===== config.mk =====
export PLATFORM = sky130hd
export DESIGN_NAME = instruction_fetch
export DESIGN_NICKNAME = d
export VERILOG_FILES = /design/src/rtl/instruction_fetch.sv
export SDC_FILE = /design/constraint.sdc
export NUM_CORES = 1
export LEC_CHECK = 0
export ABC_AREA = 1
export BUFFER_PORTS_ARGS = -buffer_cell sky130_fd_sc_hd__buf_2
export CAP_MARGIN = 20
export CORE_MARGIN = 2
export CORE_UTILIZATION = 40
export CTS_CLUSTER_DIAMETER = 80
export DETAILED_ROUTE_END_ITERATION = 8
export HOLD_SLACK_MARGIN = 0.08
export PLACE_DENSITY = 0.71
export SYNTH_ARGS = -nofsm -noshare
export SYNTH_HDL_FRONTEND = slang
export SYNTH_SLANG_ARGS = --single-unit
export TNS_END_PERCENT = 5

===== constraint.sdc =====
create_clock -name clk -period 1.2 [get_ports clk]
set_input_delay 0.24 -clock clk [delete_from_list [all_inputs] [get_ports clk]]
set_output_delay 0.24 -clock clk [all_outputs]
set_load 0.02 [all_outputs]

===== src/rtl/instruction_fetch.sv =====
// rtl/instruction_fetch.sv - fetch stage assembling one/two-byte instructions for the decoder
module instruction_fetch #(
    parameter int LONG_BIT = 7
) (
    input  logic       clk,
    input  logic       reset,
    input  logic [7:0] pc_in,
    output logic       pc_enable,
    output logic [7:0] mem_addr,
    output logic       mem_rd,
    input  logic [7:0] mem_data,
    input  logic       stall,
    input  logic       flush,
    input  logic       instr_ready,
    output logic       instr_valid,
    output logic [7:0] opcode,
    output logic [7:0] operand
);

    typedef enum logic [2:0] {
        IDLE,
        FETCH_OP,
        WAIT_OP,
        FETCH_ARG,
        WAIT_ARG,
        HOLD
    } state_t;

    state_t state;
    state_t state_next;
    logic   capture_op;
    logic   capture_arg;
    logic   clear_arg;

    // State register; reset drops any partially assembled instruction at once
    always_ff @(posedge clk or negedge reset) begin
        if (!reset) begin
            state <= IDLE;
        end else begin
            state <= state_next;
        end
    end

    // Instruction byte latches, written only in the cycle memory data returns
    always_ff @(posedge clk or negedge reset) begin
        if (!reset) begin
            opcode  <= 8'h00;
            operand <= 8'h00;
        end else begin
            if (capture_op) begin
                opcode <= mem_data;
            end
            if (capture_arg) begin
                operand <= mem_data;
            end else if (clear_arg) begin
                operand <= 8'h00;
            end
        end
    end

    // Next-state and strobes; flush wins over stall so the PC load never meets an increment
    always_comb begin
        state_next  = state;
        mem_rd      = 1'b0;
        instr_valid = 1'b0;
        capture_op  = 1'b0;
        capture_arg = 1'b0;
        clear_arg   = 1'b0;
        if (flush && state != IDLE) begin
            state_next = FETCH_OP;
        end else begin
            case (state)
                IDLE: begin
                    state_next = FETCH_OP;
                end
                FETCH_OP: begin
                    if (!stall) begin
                        mem_rd     = 1'b1;
                        state_next = WAIT_OP;
                    end
                end
                WAIT_OP: begin
                    capture_op = 1'b1;
                    if (mem_data[LONG_BIT]) begin
                        state_next = FETCH_ARG;
                    end else begin
                        clear_arg  = 1'b1;
                        state_next = HOLD;
                    end
                end
                FETCH_ARG: begin
                    if (!stall) begin
                        mem_rd     = 1'b1;
                        state_next = WAIT_ARG;
                    end
                end
                WAIT_ARG: begin
                    capture_arg = 1'b1;
                    state_next  = HOLD;
                end
                HOLD: begin
                    instr_valid = 1'b1;
                    if (instr_ready) begin
                        state_next = FETCH_OP;
                    end
                end
                default: begin
                    state_next = IDLE;
                end
            endcase
        end
    end

    // One increment per byte read; address is driven only while reading
    assign pc_enable = mem_rd;
    assign mem_addr  = mem_rd ? pc_in : 8'h00;

endmodule


==> metrics.txt, run 1 <==
# TYPE chip_impl_metric gauge
chip_impl_info{name="outcome",value="complete, but fails checks"} 1
chip_impl_info{name="failed_checks",value="negative setup slack"} 1
chip_impl_metric{name="cts_made_buffers",unit=""} 3
chip_impl_metric{name="crit_arrival",unit="ns"} 1.32
chip_impl_metric{name="dieHeight",unit="um"} 53.6
chip_impl_metric{name="ys_async_sr_fraction",unit="%"} 100
chip_impl_metric{name="track_usage",unit="%"} 19.2
chip_impl_metric{name="yosysUniqueCellTypes",unit=""} 21
chip_impl_metric{name="final_nets",unit=""} 197
chip_impl_metric{name="slew-limit-headroom",unit="%"} 72.0
chip_impl_info{name="worstSetupPathType",value="register to output port"} 1
chip_impl_metric{name="setup_ws",unit="ns"} -0.361
chip_impl_info{name="r2r-start",value="state[2]$_DFFE_PN0P_"} 1
chip_impl_metric{name="drv_slew",unit=""} 0
chip_impl_metric{name="skew",unit="ns"} 0.00141
chip_impl_metric{name="clock_network_latency_to_the_later_pin_of_the_worst_skew_pair",unit="ns"} 0.29
chip_impl_metric{name="design_area",unit="sq um"} 1470
chip_impl_metric{name="final_min_period_over_clock_period",unit="%"} 130
chip_impl_info{name="tritoncts",value="done"} 1
chip_impl_metric{name="leakage_power_figure",unit="uW"} 0.000819
chip_impl_metric{name="antenna_cells_inserted",unit=""} 0
chip_impl_metric{name="antenna_found_initial",unit=""} 0
chip_impl_info{name="rsz0062_at_grt",value="true"} 1
chip_impl_metric{name="port-buffer-count",unit=""} 47
chip_impl_info{name="critPathCaptureType",value="output port"} 1
chip_impl_metric{name="syn-instance-count",unit=""} 118
chip_impl_metric{name="dr.first_iter.drc_count",unit=""} 12
chip_impl_metric{name="grt_start_max_net_pins",unit=""} 20
chip_impl_metric{name="syn_nets",unit=""} 139
chip_impl_metric{name="coreArea",unit="sq um"} 2280
chip_impl_metric{name="holdPathStages",unit=""} 3
chip_impl_metric{name="grt_first_pass_wirelength",unit="um"} 3910
chip_impl_metric{name="peak_supply_drop",unit="uV"} 1210
chip_impl_metric{name="number_of_drc_violations_after_detailed_routing",unit=""} 0
chip_impl_metric{name="dr_total_vias",unit=""} 962
chip_impl_metric{name="regToRegSetupSlack",unit="ns"} -0.14
chip_impl_metric{name="pre_cts_ws",unit="ns"} -0.0825
chip_impl_metric{name="yosys_register_bits",unit=""} 19
chip_impl_metric{name="totalWireLength",unit="um"} 2530
chip_impl_metric{name="worst_pin_slew",unit="ns"} 0.421
chip_impl_metric{name="start_util",unit="%"} 43.2
chip_impl_metric{name="setup_viol_count_final",unit=""} 29
chip_impl_metric{name="synth-edff-count",unit=""} 0
chip_impl_metric{name="cts_max_level",unit=""} 1
chip_impl_metric{name="placement_rows",unit=""} 17
chip_impl_metric{name="drt-vias-per-instance",unit=""} 4.74
chip_impl_metric{name="syn-cell-area",unit="sq um"} 983
chip_impl_metric{name="die_x",unit="um"} 53.6
chip_impl_metric{name="route.antenna.remaining_nets",unit=""} 0
chip_impl_info{name="clk_root_buffer_cell",value="sky130_fd_sc_hd__clkbuf_4"} 1
chip_impl_info{name="worstReg2RegEnd",value="opcode[3]$_DFFE_PN0P_"} 1
chip_impl_metric{name="design.die.area",unit="sq um"} 2870
chip_impl_info{name="critPathLaunchType",value="register"} 1
chip_impl_metric{name="syn_area_per_cell",unit="sq um"} 8.33
chip_impl_metric{name="wl_per_cell",unit="um"} 12.5
chip_impl_metric{name="critical_path.max_fanout",unit=""} 5
chip_impl_metric{name="maximum_operating_frequency",unit="MHz"} 641
chip_impl_metric{name="globalRoute.totalOverflow",unit=""} 0
chip_impl_info{name="crit_end",value="mem_addr[7]"} 1
chip_impl_info{name="crit_path_start",value="state[2]$_DFFE_PN0P_"} 1
chip_impl_metric{name="dpl_cell_area",unit="sq um"} 1310
chip_impl_metric{name="drive_gt1_share",unit="%"} 53.1
chip_impl_metric{name="layout.core_utilization",unit="%"} 64.7
chip_impl_metric{name="layout_min_cycle_time",unit="ns"} 1.56
chip_impl_metric{name="area_growth_syn_to_layout",unit="%"} 49.7
chip_impl_metric{name="power.density",unit="nW/um^2"} 2170
chip_impl_metric{name="hpwl",unit="um"} 1820
chip_impl_metric{name="timing_hold_violations_final",unit=""} 0
chip_impl_metric{name="max_cap_violations",unit=""} 0
chip_impl_metric{name="gp_congestion",unit=""} 0.811
chip_impl_metric{name="worst_ep_required_time",unit="ns"} 0.96
chip_impl_metric{name="number_of_iterations_in_the_first_detailed_routing_pass",unit=""} 4
chip_impl_metric{name="clk_path_buf_depth",unit=""} 2
chip_impl_metric{name="number_of_warnings_printed_during_yosys_synthesis",unit=""} 0
chip_impl_info{name="type_of_the_worst_min_delay_path",value="input pin to register"} 1
chip_impl_metric{name="ys_seq_area_share",unit="%"} 48.3
chip_impl_metric{name="grt_pass1_vias",unit=""} 917
chip_impl_metric{name="r2r.worst_path.cells",unit=""} 6
chip_impl_metric{name="clock_sink_count",unit=""} 19
chip_impl_metric{name="clkTransAtPathRegs",unit="ns"} 0.11
chip_impl_metric{name="pin_count",unit=""} 48
chip_impl_info{name="ys_dominant_reg_cell",value="sky130_fd_sc_hd__dfrtp_1"} 1
Yosys cell counts (2+ instances only):
master | count | area share (%)
sky130_fd_sc_hd__nor2_2 | 2 | 1.3
sky130_fd_sc_hd__nor2_1 | 12 | 4.6
sky130_fd_sc_hd__dfrtp_1 | 19 | 48
sky130_fd_sc_hd__nand2_1 | 16 | 6.1
sky130_fd_sc_hd__o21ai_2 | 8 | 7.1
sky130_fd_sc_hd__inv_2 | 2 | 0.76
sky130_fd_sc_hd__buf_6 | 2 | 2.3
sky130_fd_sc_hd__nand3_1 | 12 | 6.1
sky130_fd_sc_hd__inv_1 | 21 | 8.0
sky130_fd_sc_hd__nand2_2 | 3 | 1.9
sky130_fd_sc_hd__buf_4 | 2 | 1.5
sky130_fd_sc_hd__o21ai_1 | 8 | 4.1
sky130_fd_sc_hd__o21ai_0 | 3 | 1.5
metal layers:
metal	vias to the layer above	share of wire [%]	wire length, um	GRT usage (%)
met5	-	0	0	0
met4	0	0.87	22	6.41
met3	4	4.4	111	1.94
met2	32	55	1390	37.7
met1	439	40	1010	21.2
li1	487	-	-	-
cell type report:
class                   instances  area [sq um]
fillers                       200           803
multi-input cells              73           479
inverters                      23          88.8
flip-flops and latches         19           477
well taps                      28          35.0
clock buffers                   4          26.3
repair buffers                 56           367
power by group:
part	internal [uW]	leakage (uW)	switching [uW]
registers	915	0.000243	186
logic	705	0.000561	1060
clock network	129	0.0000150	198
total	1750	0.000819	1440
repair_timing:
| action | 4_1_cts | 5_1_grt |
|---|---|---|
| hold buffers | 1 | 0 |
| hold endpoints to repair | 19 | 0 |
| endpoints found under the setup margin | 29 | 29 |
| gates resized for setup | 24 | 6 |
| buffers inserted | 2 | 0 |
| cloned | 1 | 0 |
| pin swaps | 2 | 1 |
cells by family (layout without fill, tap and decap cells):
family                 Yosys count  count (layout)  share of synthesized area [%]
DFF                             19              19                           48.3
AOI/OAI and AO/OA               20              20                           13.2
buffers and inverters           27              83                           12.6
and+or+nand+nor                 52              53                           25.8
registers in the layout (all words and copies together) (netlist names):
name     flops
opcode       8
state        3
operand      8
stage by stage:
stage	total power, uW	hold slack, ns	cells	setup TNS (ns)
floorplan	2180	-0.0556	118	-0.259
global placement	2630	0.198	195	-0.254
detailed placement	2680	0.200	195	-1.10
CTS	3160	0.197	203	-6.08
global route	3410	0.200	203	-7.63
finish	3190	0.199	203	-5.27
cell usage in the layout, fill, tap and decap left out, types with 2 or more instances in the layout:
cell                        n
sky130_fd_sc_hd__buf_2     36
sky130_fd_sc_hd__buf_4     10
sky130_fd_sc_hd__buf_6      9
sky130_fd_sc_hd__clkbuf_4   3
sky130_fd_sc_hd__dfrtp_1   18
sky130_fd_sc_hd__inv_1     19
sky130_fd_sc_hd__inv_2      3
sky130_fd_sc_hd__nand2_1   15
sky130_fd_sc_hd__nand2_2    3
sky130_fd_sc_hd__nand2_4    2
sky130_fd_sc_hd__nand3_1   11
sky130_fd_sc_hd__nand3_4    3
sky130_fd_sc_hd__nor2_1     2
sky130_fd_sc_hd__nor2_2    10
sky130_fd_sc_hd__nor2_4     3
sky130_fd_sc_hd__o21ai_1   10
sky130_fd_sc_hd__o21ai_2    8
worst max-delay path, stage by stage (launching register included):
cell and delay (ns):
sky130_fd_sc_hd__dfrtp_2 0.44, sky130_fd_sc_hd__nor2_4 0.18, sky130_fd_sc_hd__nand3_4 0.13, sky130_fd_sc_hd__nor2_2 0.14
sky130_fd_sc_hd__buf_6 0.13
worst min path at each step:
stage	slack (ns)	endpoint	from
CTS	0.20	opcode[6]$_DFFE_PN0P_	mem_data[6]
detailed placement	0.20	operand[4]$_DFFE_PN0P_	reset
global placement	0.20	opcode[4]$_DFFE_PN0P_	reset
finish	0.20	opcode[3]$_DFFE_PN0P_	mem_data[3]
floorplan	-0.06	opcode[0]$_DFFE_PN0P_	reset
global route	0.20	opcode[2]$_DFFE_PN0P_	mem_data[2]
(Power assumes the default switching activity.)
==> run 2, diff against run 1 <==
--- a/config.mk
+++ b/config.mk
@@ -6,14 +6,14 @@
 export NUM_CORES = 1
 export LEC_CHECK = 0
 export ABC_AREA = 1
-export BUFFER_PORTS_ARGS = -buffer_cell sky130_fd_sc_hd__buf_2
 export CAP_MARGIN = 20
 export CORE_MARGIN = 2
-export CORE_UTILIZATION = 40
+export CORE_UTILIZATION = 50
 export CTS_CLUSTER_DIAMETER = 80
 export DETAILED_ROUTE_END_ITERATION = 8
+export DONT_BUFFER_PORTS = 1
 export HOLD_SLACK_MARGIN = 0.08
-export PLACE_DENSITY = 0.71
+export PLACE_DENSITY = 0.65
 export SYNTH_ARGS = -nofsm -noshare
 export SYNTH_HDL_FRONTEND = slang
 export SYNTH_SLANG_ARGS = --single-unit
==> metrics.txt, run 2 (synthesis results as in run 1) <==
# TYPE chip_impl_metric gauge
chip_impl_metric{name="cts_made_buffers",unit=""} 3
chip_impl_metric{name="dr_total_vias",unit=""} 808
chip_impl_info{name="critPathCaptureType",value="output port"} 1
chip_impl_info{name="worstPathCellList",value="nor2_4, nand3_4, buf_12, nor2_4"} 1
chip_impl_metric{name="cell_internal_pwr",unit="uW"} 1520
chip_impl_metric{name="power.density",unit="nW/um^2"} 2310
chip_impl_metric{name="slew-limit-headroom",unit="%"} 43.4
chip_impl_metric{name="max_cap_violations",unit=""} 0
chip_impl_metric{name="power.switching",unit="uW"} 1370
chip_impl_metric{name="setup_viol_count_final",unit=""} 22
chip_impl_info{name="failed_checks",value="negative setup slack"} 1
chip_impl_metric{name="track_usage",unit="%"} 19.0
chip_impl_info{name="worstSetupPathType",value="register to output port"} 1
chip_impl_metric{name="final_nets",unit=""} 152
chip_impl_metric{name="dieHeight",unit="um"} 48.4
chip_impl_metric{name="timing_hold_violations_final",unit=""} 0
chip_impl_metric{name="hpwl",unit="um"} 1380
chip_impl_metric{name="setup_ws",unit="ns"} -0.332
chip_impl_metric{name="power_frac_clock",unit="%"} 11.7
chip_impl_metric{name="clk_path_buf_depth",unit=""} 2
chip_impl_metric{name="clkTransAtPathRegs",unit="ns"} 0.12
chip_impl_metric{name="dpl_cell_area",unit="sq um"} 1070
chip_impl_metric{name="grt_pass1_vias",unit=""} 762
chip_impl_metric{name="power_frac_seq",unit="%"} 50.2
chip_impl_metric{name="pin_count",unit=""} 48
chip_impl_metric{name="share_comb_of_total_power",unit="%"} 38.1
chip_impl_metric{name="layout_min_cycle_time",unit="ns"} 1.53
chip_impl_info{name="type_of_the_worst_min_delay_path",value="input pin to register"} 1
chip_impl_metric{name="worst_pin_slew",unit="ns"} 0.850
chip_impl_info{name="rsz0062_at_grt",value="true"} 1
chip_impl_metric{name="antenna_found_initial",unit=""} 0
chip_impl_info{name="critical-path-top-delay-family",value="flip-flops"} 1
chip_impl_info{name="critPathLaunchType",value="register"} 1
chip_impl_metric{name="maximum_operating_frequency",unit="MHz"} 653
chip_impl_info{name="layout.cells.most_common",value="sky130_fd_sc_hd__inv_1"} 1
chip_impl_metric{name="area_growth_syn_to_layout",unit="%"} 27.1
chip_impl_metric{name="gp_congestion",unit=""} 0.837
chip_impl_metric{name="fin_setup_tns",unit="ns"} -3.74
chip_impl_metric{name="totalWireLength",unit="um"} 2010
chip_impl_metric{name="wl_per_cell",unit="um"} 12.8
chip_impl_metric{name="power.switching_fraction",unit="%"} 47.4
chip_impl_metric{name="number_of_iterations_in_the_first_detailed_routing_pass",unit=""} 4
chip_impl_metric{name="placement_rows",unit=""} 16
chip_impl_metric{name="port-buffer-count",unit=""} 0
chip_impl_metric{name="antenna_cells_inserted",unit=""} 0
chip_impl_metric{name="grt_start_max_net_pins",unit=""} 20
chip_impl_metric{name="leakage_power_figure",unit="uW"} 0.000625
chip_impl_info{name="clk_root_buffer_cell",value="sky130_fd_sc_hd__clkbuf_4"} 1
chip_impl_metric{name="worst_path_largest_cell_delay",unit="ns"} 0.47
chip_impl_metric{name="route.antenna.remaining_nets",unit=""} 0
chip_impl_metric{name="die_x",unit="um"} 48.4
chip_impl_info{name="crit_path_top_delay_cell",value="sky130_fd_sc_hd__dfrtp_2"} 1
chip_impl_metric{name="design_area",unit="sq um"} 1250
chip_impl_metric{name="critical_path.max_fanout",unit=""} 9
chip_impl_metric{name="layout.core_utilization",unit="%"} 65.7
chip_impl_metric{name="final_min_period_over_clock_period",unit="%"} 128
chip_impl_metric{name="worst_ep_required_time",unit="ns"} 0.96
chip_impl_metric{name="worst-path-buf-inv",unit=""} 1
chip_impl_metric{name="drive_gt1_share",unit="%"} 36.9
chip_impl_info{name="outcome",value="complete, but fails checks"} 1
chip_impl_metric{name="skew",unit="ns"} 0.00656
chip_impl_info{name="tritoncts",value="done"} 1
chip_impl_metric{name="peak_supply_drop",unit="uV"} 1350
chip_impl_metric{name="whs",unit="ns"} 0.0837
chip_impl_metric{name="filler_cell_count",unit=""} 145
chip_impl_metric{name="globalRoute.totalOverflow",unit=""} 0
chip_impl_metric{name="dr.first_iter.drc_count",unit=""} 17
chip_impl_metric{name="drt-vias-per-instance",unit=""} 5.15
chip_impl_metric{name="crit_arrival",unit="ns"} 1.29
chip_impl_info{name="reg.largest.list",value="opcode (8), operand (8), state (3)"} 1
chip_impl_metric{name="grt_first_pass_wirelength",unit="um"} 3490
chip_impl_metric{name="cts_max_level",unit=""} 1
chip_impl_metric{name="pre_cts_ws",unit="ns"} -0.145
chip_impl_info{name="cell_repeated_most_along_the_worst_path",value="sky130_fd_sc_hd__nor2_4"} 1
chip_impl_metric{name="start_util",unit="%"} 51.7
chip_impl_metric{name="coreArea",unit="sq um"} 1900
chip_impl_metric{name="number_of_drc_violations_after_detailed_routing",unit=""} 0
chip_impl_metric{name="clock_network_latency_to_the_later_pin_of_the_worst_skew_pair",unit="ns"} 0.30
chip_impl_metric{name="drv_slew",unit=""} 0
chip_impl_metric{name="clock_sink_count",unit=""} 19
chip_impl_metric{name="design.die.area",unit="sq um"} 2340
chip_impl_info{name="mostFrequentLayoutCells",value="19 x sky130_fd_sc_hd__inv_1, 17 x sky130_fd_sc_hd__dfrtp_1, 16 x sky130_fd_sc_hd__nand2_1"} 1
==> run 2: power by group through the flow <==
stage	Sequential (uW)	Clock (uW)	Combinational [uW]
6_report	1450	338	1100
5_1_grt	1500	373	1240
4_1_cts	1460	347	1050
3_5_place_dp	1480	0	861
3_3_place_gp	1470	0	846
2_1_floorplan	1380	0	791
==> run 2: timing repair <==
action,4_1_cts,5_1_grt
buffers inserted,3,1
resized for setup,17,3
hold endpoints to repair,20,1
hold buffers,2,1
endpoints found under the setup margin,21,31
pin swaps,3,0
==> run 2: final timing paths <==
path | slack [ns] | from | cells past startpoint | endpoint
setup / recovery | -0.33 | state[2]$_DFFE_PN0P_ | 4 | mem_addr[5]
hold / removal | 0.08 | mem_data[6] | 2 | opcode[6]$_DFFE_PN0P_
setup reg to reg | -0.06 | state[0]$_DFFE_PN0P_ | 8 | state[2]$_DFFE_PN0P_
hold reg to reg | 0.65 | opcode[6]$_DFFE_PN0P_ | 2 | opcode[6]$_DFFE_PN0P_
max in group asynchronous | 0.52 | reset | 1 | state[2]$_DFFE_PN0P_
min in group asynchronous | 0.10 | reset | 1 | operand[0]$_DFFE_PN0P_
==> run 2: worst reg2reg max path, stage by stage, from the launching register on <==
cell,delay (ns)
sky130_fd_sc_hd__dfrtp_1,0.41
sky130_fd_sc_hd__buf_4,0.15
sky130_fd_sc_hd__buf_4,0.13
sky130_fd_sc_hd__nor2_4,0.11
sky130_fd_sc_hd__buf_6,0.12
sky130_fd_sc_hd__nand2_1,0.04
sky130_fd_sc_hd__nand2_1,0.07
sky130_fd_sc_hd__nand2_1,0.05
sky130_fd_sc_hd__o21ai_1,0.11
==> run 2: cell type report <==
type,count,area (sq um),area share [%]
inverter,23,88.8,7.11
clock buffer,3,22.5,1.80
tap,27,33.8,2.70
timing repair buffer,12,116,9.31
multi-input combinational,72,503,40.2
clock inverter,1,7.51,0.601
sequential,19,478,38.2
==> run 2: through the flow <==
stage / cells / total power, uW
detailed placement: 146 / 2340
CTS: 155 / 2860
global placement: 146 / 2310
global route: 157 / 3100
finish: 157 / 2890
floorplan: 118 / 2180
==> run 2: per-layer routing <==
layer | global-route usage, % | routed length [um] | vias up
met3 | 5.56 | 127 | 4
met4 | 5.71 | 23 | 0
li1 | - | - | 402
met5 | 0 | 0 | -
met1 | 22.6 | 842 | 374
met2 | 33.3 | 1010 | 28
